File: config.mk
export PLATFORM = sky130hd
export DESIGN_NAME = uart_rx_core
export DESIGN_NICKNAME = d
export VERILOG_FILES = /design/src/rtl/uart_rx_core.sv
export SDC_FILE = /design/constraint.sdc
export NUM_CORES = 1
export LEC_CHECK = 0
export ABC_AREA = 1
export ABC_CLOCK_PERIOD_IN_PS = 3650
export BUFFER_PORTS_ARGS = -buffer_cell sky130_fd_sc_hd__buf_2
export CAP_MARGIN = 20
export CORE_AREA = 5 5 116 63
export DETAILED_ROUTE_END_ITERATION = 16
export DIE_AREA = 0 0 121 68
export GPL_ROUTABILITY_DRIVEN = 0
export PLACE_DENSITY = 0.7
export REMOVE_ABC_BUFFERS = 1
export SYNTH_ARGS = -nofsm -noshare
export SYNTH_HDL_FRONTEND = slang
export SYNTH_SLANG_ARGS = --single-unit
File: constraint.sdc
create_clock -name clk -period 3.65 [get_ports clk]
set_input_delay 0.73 -clock clk [delete_from_list [all_inputs] [get_ports clk]]
set_output_delay 0.73 -clock clk [all_outputs]
set_load 0.03 [all_outputs]
File: src/rtl/uart_rx_core.sv
// uart_rx_core: oversampling UART receiver (8N1/8E1/8O1) pushing good bytes into the Rx FIFO with one-cycle error pulses
module uart_rx_core #(
  parameter int OVERSAMPLE = 16,
  parameter int DIV_WIDTH  = 16
) (
  input  logic                 clk,
  input  logic                 rst,
  input  logic [DIV_WIDTH-1:0] baud_div,
  input  logic                 rx_in,
  input  logic                 parity_en,
  input  logic                 parity_odd,
  input  logic                 fifo_full,
  output logic                 push,
  output logic [7:0]           push_data,
  output logic                 parity_err,
  output logic                 frame_err,
  output logic                 overrun_err,
  output logic                 busy
);
  localparam int SW = $clog2(OVERSAMPLE);
  typedef enum logic [2:0] {IDLE, START, DATA, PARITY, STOP, BREAK} state_t;
  state_t state_q, state_d;
  logic rx_s1_q, rxs_q;
  logic [DIV_WIDTH-1:0] div_cnt_q, div_cnt_d, baud_div_l_q, baud_div_l_d;
  logic [SW-1:0] samp_cnt_q, samp_cnt_d;
  logic [2:0] bit_cnt_q, bit_cnt_d;
  logic [7:0] shift_q, shift_d, push_data_q, push_data_d;
  logic perr_q, perr_d, push_q, push_d, parity_err_q, parity_err_d;
  logic frame_err_q, frame_err_d, overrun_q, overrun_d;
  logic tick, mid, bit_end;
  assign tick    = div_cnt_q == baud_div_l_q;
  assign mid     = tick && samp_cnt_q == SW'(OVERSAMPLE / 2 - 1);
  assign bit_end = tick && samp_cnt_q == SW'(OVERSAMPLE - 1);
  always_comb begin
    state_d      = state_q;
    div_cnt_d    = tick ? '0 : div_cnt_q + DIV_WIDTH'(1);
    samp_cnt_d   = bit_end ? '0 : (tick ? samp_cnt_q + SW'(1) : samp_cnt_q);
    baud_div_l_d = baud_div_l_q;
    bit_cnt_d    = bit_cnt_q;
    shift_d      = shift_q;
    perr_d       = perr_q;
    push_d       = 1'b0;
    push_data_d  = push_data_q;
    parity_err_d = 1'b0;
    frame_err_d  = 1'b0;
    overrun_d    = 1'b0;
    case (state_q)
      IDLE: begin
        div_cnt_d  = '0;
        samp_cnt_d = '0;
        if (!rxs_q) begin
          state_d      = START;
          baud_div_l_d = baud_div;
          perr_d       = 1'b0;
        end
      end
      START: begin
        if (mid && rxs_q) state_d = IDLE;
        else if (bit_end) begin
          state_d   = DATA;
          bit_cnt_d = '0;
        end
      end
      DATA: begin
        if (mid) shift_d[bit_cnt_q] = rxs_q;
        if (bit_end) begin
          bit_cnt_d = bit_cnt_q + 3'd1;
          if (bit_cnt_q == 3'd7) state_d = parity_en ? PARITY : STOP;
        end
      end
      PARITY: begin
        if (mid) perr_d = rxs_q != (^shift_q ^ parity_odd);
        if (bit_end) state_d = STOP;
      end
      STOP: begin
        // Decide at mid stop bit so the next start edge can be caught right away
        if (mid && rxs_q) begin
          push_d       = !fifo_full;
          overrun_d    = fifo_full;
          parity_err_d = perr_q;
          push_data_d  = fifo_full ? push_data_q : shift_q;
          state_d      = IDLE;
        end else if (mid) begin
          frame_err_d = 1'b1;
          state_d     = BREAK;
        end
      end
      BREAK: state_d = rxs_q ? IDLE : BREAK;
      default: state_d = IDLE;
    endcase
  end
  always_ff @(posedge clk) begin
    if (rst) begin
      state_q      <= IDLE;
      rx_s1_q      <= 1'b1;
      rxs_q        <= 1'b1;
      div_cnt_q    <= '0;
      baud_div_l_q <= '0;
      samp_cnt_q   <= '0;
      bit_cnt_q    <= '0;
      shift_q      <= '0;
      perr_q       <= 1'b0;
      push_q       <= 1'b0;
      push_data_q  <= '0;
      parity_err_q <= 1'b0;
      frame_err_q  <= 1'b0;
      overrun_q    <= 1'b0;
    end else begin
      state_q      <= state_d;
      rx_s1_q      <= rx_in;
      rxs_q        <= rx_s1_q;
      div_cnt_q    <= div_cnt_d;
      baud_div_l_q <= baud_div_l_d;
      samp_cnt_q   <= samp_cnt_d;
      bit_cnt_q    <= bit_cnt_d;
      shift_q      <= shift_d;
      perr_q       <= perr_d;
      push_q       <= push_d;
      push_data_q  <= push_data_d;
      parity_err_q <= parity_err_d;
      frame_err_q  <= frame_err_d;
      overrun_q    <= overrun_d;
    end
  end
  assign push        = push_q;
  assign push_data   = push_data_q;
  assign parity_err  = parity_err_q;
  assign frame_err   = frame_err_q;
  assign overrun_err = overrun_q;
  assign busy        = state_q != IDLE;
endmodule

Word-level counts from Yosys, hierarchy flattened
Cells that the tools add are included.

storage, ports and cells
  bits in latches = 0
  memory bits (read-only) = 0
  register bits = 65
  memories kept = 0
  output and inout bits = 13
  bits in writable memories = 0
  input bits = 22
  word-level logic and storage cells = 85

operators by class
  multipliers = 0
  $lt $le $gt $ge = 2
  multiplexer cells = 22
  add/sub/neg operators = 3
  equality and inequality tests = 19
  reduce and logical (&&, ||, !) cells = 20
  shift-type cells = 0
  divide/modulo/power cells = 0
  bitwise logic cells = 5

operator list
  kind                                                                    count
  3-bit two-way mux                                                       13
  3-bit one-hot mux with 6 select lines                                   1
  16-bit by 1-bit adder with 16-bit output (second input constant)        1
  16-bit equality test                                                    1
  2-bit != test (second input constant)                                   7
  3-bit OR reduction                                                      4
  3-bit equality test (second input constant)                             3
  8-bit bitwise mux                                                       1
  8-bit XOR reduction                                                     1
  3-bit by 2-bit equality test with 1-bit output (second input constant)  2
  3-bit != test (second input constant)                                   2
  3-bit one-hot mux with 2 select lines                                   1
  3-bit AND reduction                                                     2
  6-bit AND reduction                                                     1
  4-bit by 1-bit adder with 4-bit output (second input constant)          1
  4-bit by 3-bit equality test with 1-bit output (second input constant)  1
  4-bit equality test (second input constant)                             1
  1-bit logical AND                                                       4
  3-bit by 4-bit < comparator with 1-bit output (second input constant)   1
  1-bit two-way mux                                                       4
  1-bit inverter                                                          4
  2-bit AND reduction                                                     2
  4-bit AND reduction                                                     1
  2-bit nonzero test                                                      2
  other kinds (10)                                                        10

Depth between registers and ports, before layout
  depth after elaboration = 5
  depth in mapped cells = 14

Least setup slack after synthesis
OpenSTA, ideal clock, no wires.

  path kind = register to register
  start point = reg div_cnt_q[0]
  end point = reg div_cnt_q[14]
  data required time = 3,535 ps
  arrival = 1,499 ps
  cell stages (with the launch flop) = 12
  path slack = 2,037 ps
  clock period less this slack = 1,613 ps
  path through = dfxtp_1 -> ha_1 -> nand2_1 -> nor2_1 -> inv_1 -> nor2_1 -> nand2_1 -> nor3_2 -> nand3_1 -> nor2_1 -> a21oi_1 -> o21a_1

on the way
  cells in the longest elaborated chain, start to end = 2
  elaborated cells on any way between the ends = 3
  classes of those cells = add/sub: 1; eq/ne: 1; reduce/logical: 1

ends and longest elaborated chain
  item                                                                              line  RTL
  from (decl)                                                                       24    logic [DIV_WIDTH-1:0] div_cnt_q, div_cnt_d, baud_div_l_q, baud_div_l_d;
  from (signal assigned)                                                            112   div_cnt_q <= div_cnt_d;
  branches (longest 2 deep; another with 16-bit by 1-bit adder with 16-bit output)  n/a

Parallel ways; which one is timed is not known.
A chain may end at the register's enable or synchronous reset.

Final worst setup path
  start point = reg div_cnt_q[10]
  end point = reg div_cnt_q[12]

Same word-level chain as after synthesis.

==> metrics.md <==
| Metric | Value |
|---|---|
| R2R cell count | 11 |
| Die H | 68 µm |
| R2R Path Start | div_cnt_q[10]$_SDFF_PP0_ |
| Iteration count of the initial detailed-routing pass | 5 |
| Core ar. | 6330 µm² |
| 1st-iter DRT viols | 229 |
| DRT antenna net count | 0 |
| Mapped Avg Cell Area | 7.03 µm² |
| # H-tree levels | 3 |
| Fin cells | 571 |
| Final setup fails | 0 |
| Global Route Usage Sum | 0.181 |
| Share of cells above drive strength 1 | 0.146 |
| Distinct cells, synth | 29 |
| Max Buffers Root-to-Sink | 2 |
| Slew Viols, Final | 0 |
| # Post-CTS Setup Buffers | 0 |
| Routed WL | 6.86 mm |
| Register area share after synthesis | 0.423 |
| CP Class | reg2reg |
| Post-CTS Resized | 0 |
| Die ar. | 8230 µm² |
| GR Overflow Total | 0 |
| Worst-Margin Slew | 926 ps |
| Fmax | 489 MHz |
| Die X | 121 µm |
| Critical-path maximum fanout | 13 |
| # diodes | 0 |
| Vias in the first global route | 2354 |
| Placed Area | 3320 µm² |
| CP Capture Type | flop |
| Clock transition at path regs | 50 ps |
| Period utilisation layout | 0.560 |
| Final hold vios | 0 |
| Routed length on met3 | 476 µm |
| Startpoint types | flop |
| I/O pins | 35 |
| Routed WL per cell | 12.0 µm |
| Drc violations | 0 |
| Req. time, crit path | 3870 ps |
| HPWL after DPL | 5.02 mm |
| Most frequent cells in the layout | nand2_1, dfxtp_1, inv_1 |
| Cts hold-fix bufs | 0 |
| Min-delay worst type | reg2reg |
| Clock latency at the later pin of the worst-skew pair | 330 ps |
| FF+latch count, synth | 65 |
| Post-Place Cells | 555 |
| Number of port buffers | 34 |
| Area Growth Syn to Fin | 17.4% |
| Status | finished, final reports clean |
| Arrival time worst endpoint | 2270 ps |
| Met1 Wirelength | 3.64 mm |
| MaxCap Viol Count | 0 |
| Worst reg2reg path endpoint | div_cnt_q[12]$_SDFF_PP0_ |
| Total CTS buffers | 9 |
| Initial antenna violation count | 0 |
| Setup TNS | 0 ps |
| Pwr/cell area | 566 nW/µm² |
| Synth Cell Area | 3080 µm² |
| Vias per cell | 4.76 |
| Uppermost routed layer | met4 |
| RSZ-0062 raised after global routing | false |
| Largest net degree at the start of global routing | 33 |
| Clk_skew | 4.90 ps |
| Synth Instances | 438 |
| Final Power | 2040 µW |
| Met2 WL | 2.69 mm |
| First-pass GRT wire length | 11.4 mm |
| Leakage power | 0.00150 µW |
| Std-Cell Rows | 21 |
| Rel. slew slack | 0.381 |
| Reg-to-reg slack, setup | 1600 ps |
| CTS tree | done |
| Worst setup endpoint | div_cnt_q[12]$_SDFF_PP0_ |
| Peak supply drop | 0.000319 V |
| Commonest non-fill, non-tap cell in the layout | nand2_1 |
| Nets | 500 |
| Min Tclk post-route | 2050 ps |
| Via count | 2718 |
| Root Buffer | clkbuf_16 |
| Effective utilization at floorplan | 0.486 |
| Crit path launch | div_cnt_q[10]$_SDFF_PP0_ |
| Yosys warning count | 0 |
| Sink Count | 65 |
| Cell area after layout | 3610 µm² |
-- cells in the mapped netlist --
| cell type | number | area share |
|---|---|---|
| ha_1 | 4 | 0.016 |
| nand4_1 | 5 | 0.010 |
| nand2_2 | 3 | 0.0061 |
| buf_2 | 1 | 0.0016 |
| or2_2 | 2 | 0.0041 |
| nand2_1 | 94 | 0.11 |
| nor3b_1 | 2 | 0.0049 |
| o21a_1 | 3 | 0.0073 |
| inv_1 | 60 | 0.073 |
| xor2_1 | 11 | 0.031 |
| nor4_1 | 1 | 0.0020 |
| buf_6 | 1 | 0.0037 |
| o21ai_0 | 27 | 0.044 |
| a21oi_1 | 45 | 0.073 |
| nand2_4 | 1 | 0.0037 |
| clkinv_1 | 1 | 0.0012 |
| nor3_2 | 5 | 0.016 |
| dfxtp_1 | 65 | 0.42 |
| xnor2_1 | 4 | 0.011 |
| clkbuf_1 | 6 | 0.0073 |
| nand3_1 | 26 | 0.042 |
| o21ai_1 | 1 | 0.0016 |
| o22ai_1 | 1 | 0.0020 |
| buf_1 | 1 | 0.0012 |
| nor2_4 | 3 | 0.011 |
| nand3_2 | 2 | 0.0065 |
| nor2_1 | 49 | 0.060 |
| nor3_1 | 9 | 0.015 |
| inv_2 | 5 | 0.0061 |
-- through the flow --
step | util | setup slack [ps] | hold slack (ps)
global route | 0.571 | 1420 | 421
detailed placement | 0.524 | 1560 | 400
finish | 0.571 | 1600 | 412
global placement | 0.524 | 1640 | 391
CTS | 0.571 | 1610 | 415
floorplan | - | 1990 | 389
-- sequential cells by signal (all words and copies together) (netlist names) --
| register | count |
|---|---|
| baud_div_l_q | 16 |
| bit_cnt_q | 3 |
| div_cnt_q | 16 |
| frame_err | 1 |
| overrun_err | 1 |
| parity_err | 1 |
| perr_q | 1 |
| push | 1 |
| push_data | 8 |
| rx_s1_q | 1 |
| rxs_q | 1 |
| samp_cnt_q | 4 |
| shift_q | 8 |
| state_q | 3 |
-- power by group --
group	switching, µW	internal (µW)	leakage (µW)	total, µW
Clock	297	531	0.000149	828
Combinational	300	134	0.000826	434
Sequential	32.4	750	0.000526	782
Total	630	1410	0.00150	2040
-- how the worst min path moves through the flow --
stage | start | end | depth (start not counted)
floorplan | rx_s1_q$_SDFF_PP1_ | rxs_q$_SDFF_PP1_ | 1
global placement | rx_s1_q$_SDFF_PP1_ | rxs_q$_SDFF_PP1_ | 1
detailed placement | rx_s1_q$_SDFF_PP1_ | rxs_q$_SDFF_PP1_ | 1
CTS | rx_s1_q$_SDFF_PP1_ | rxs_q$_SDFF_PP1_ | 1
global route | rx_s1_q$_SDFF_PP1_ | rxs_q$_SDFF_PP1_ | 1
finish | rx_s1_q$_SDFF_PP1_ | rxs_q$_SDFF_PP1_ | 1
-- cell families (layout without fill, tap and decap cells) --
logic type / count (synthesis) / in the layout / synth area share
simple gates: 202 / 202 / 0.296
fa+ha+maj: 4 / 4 / 0.0163
compound gates: 77 / 77 / 0.128
buf+inv: 75 / 116 / 0.0943
flops: 65 / 65 / 0.423
xor+xnor: 15 / 15 / 0.0427
-- layer usage --
metal / vias to the layer above / GRT usage
met4: 0 / 0.0438
li1: 1467 / -
met1: 1185 / 0.258
met2: 61 / 0.245
met3: 5 / 0.0826
met5: - / 0
-- critical path, stage by stage, from the launching register on --
cell	delay, ps
dfxtp_1	450
inv_2	80
nand2_1	60
nand2_1	50
nor2_1	90
nand2_1	150
nor2_4	180
nand2_1	130
nand2_1	400
inv_1	170
o21ai_0	110
a21oi_1	50
-- cell type report --
cell class | count | area [µm²]
repair buffers | 34 | 170
multi-input cells | 298 | 1490
flip-flops and latches | 65 | 1300
clock inverters | 2 | 10.0
fillers | 618 | 2720
clock buffers | 14 | 284
well taps | 92 | 115
inverters | 66 | 248
No activity file was read; power rests on OpenSTA's default activity.
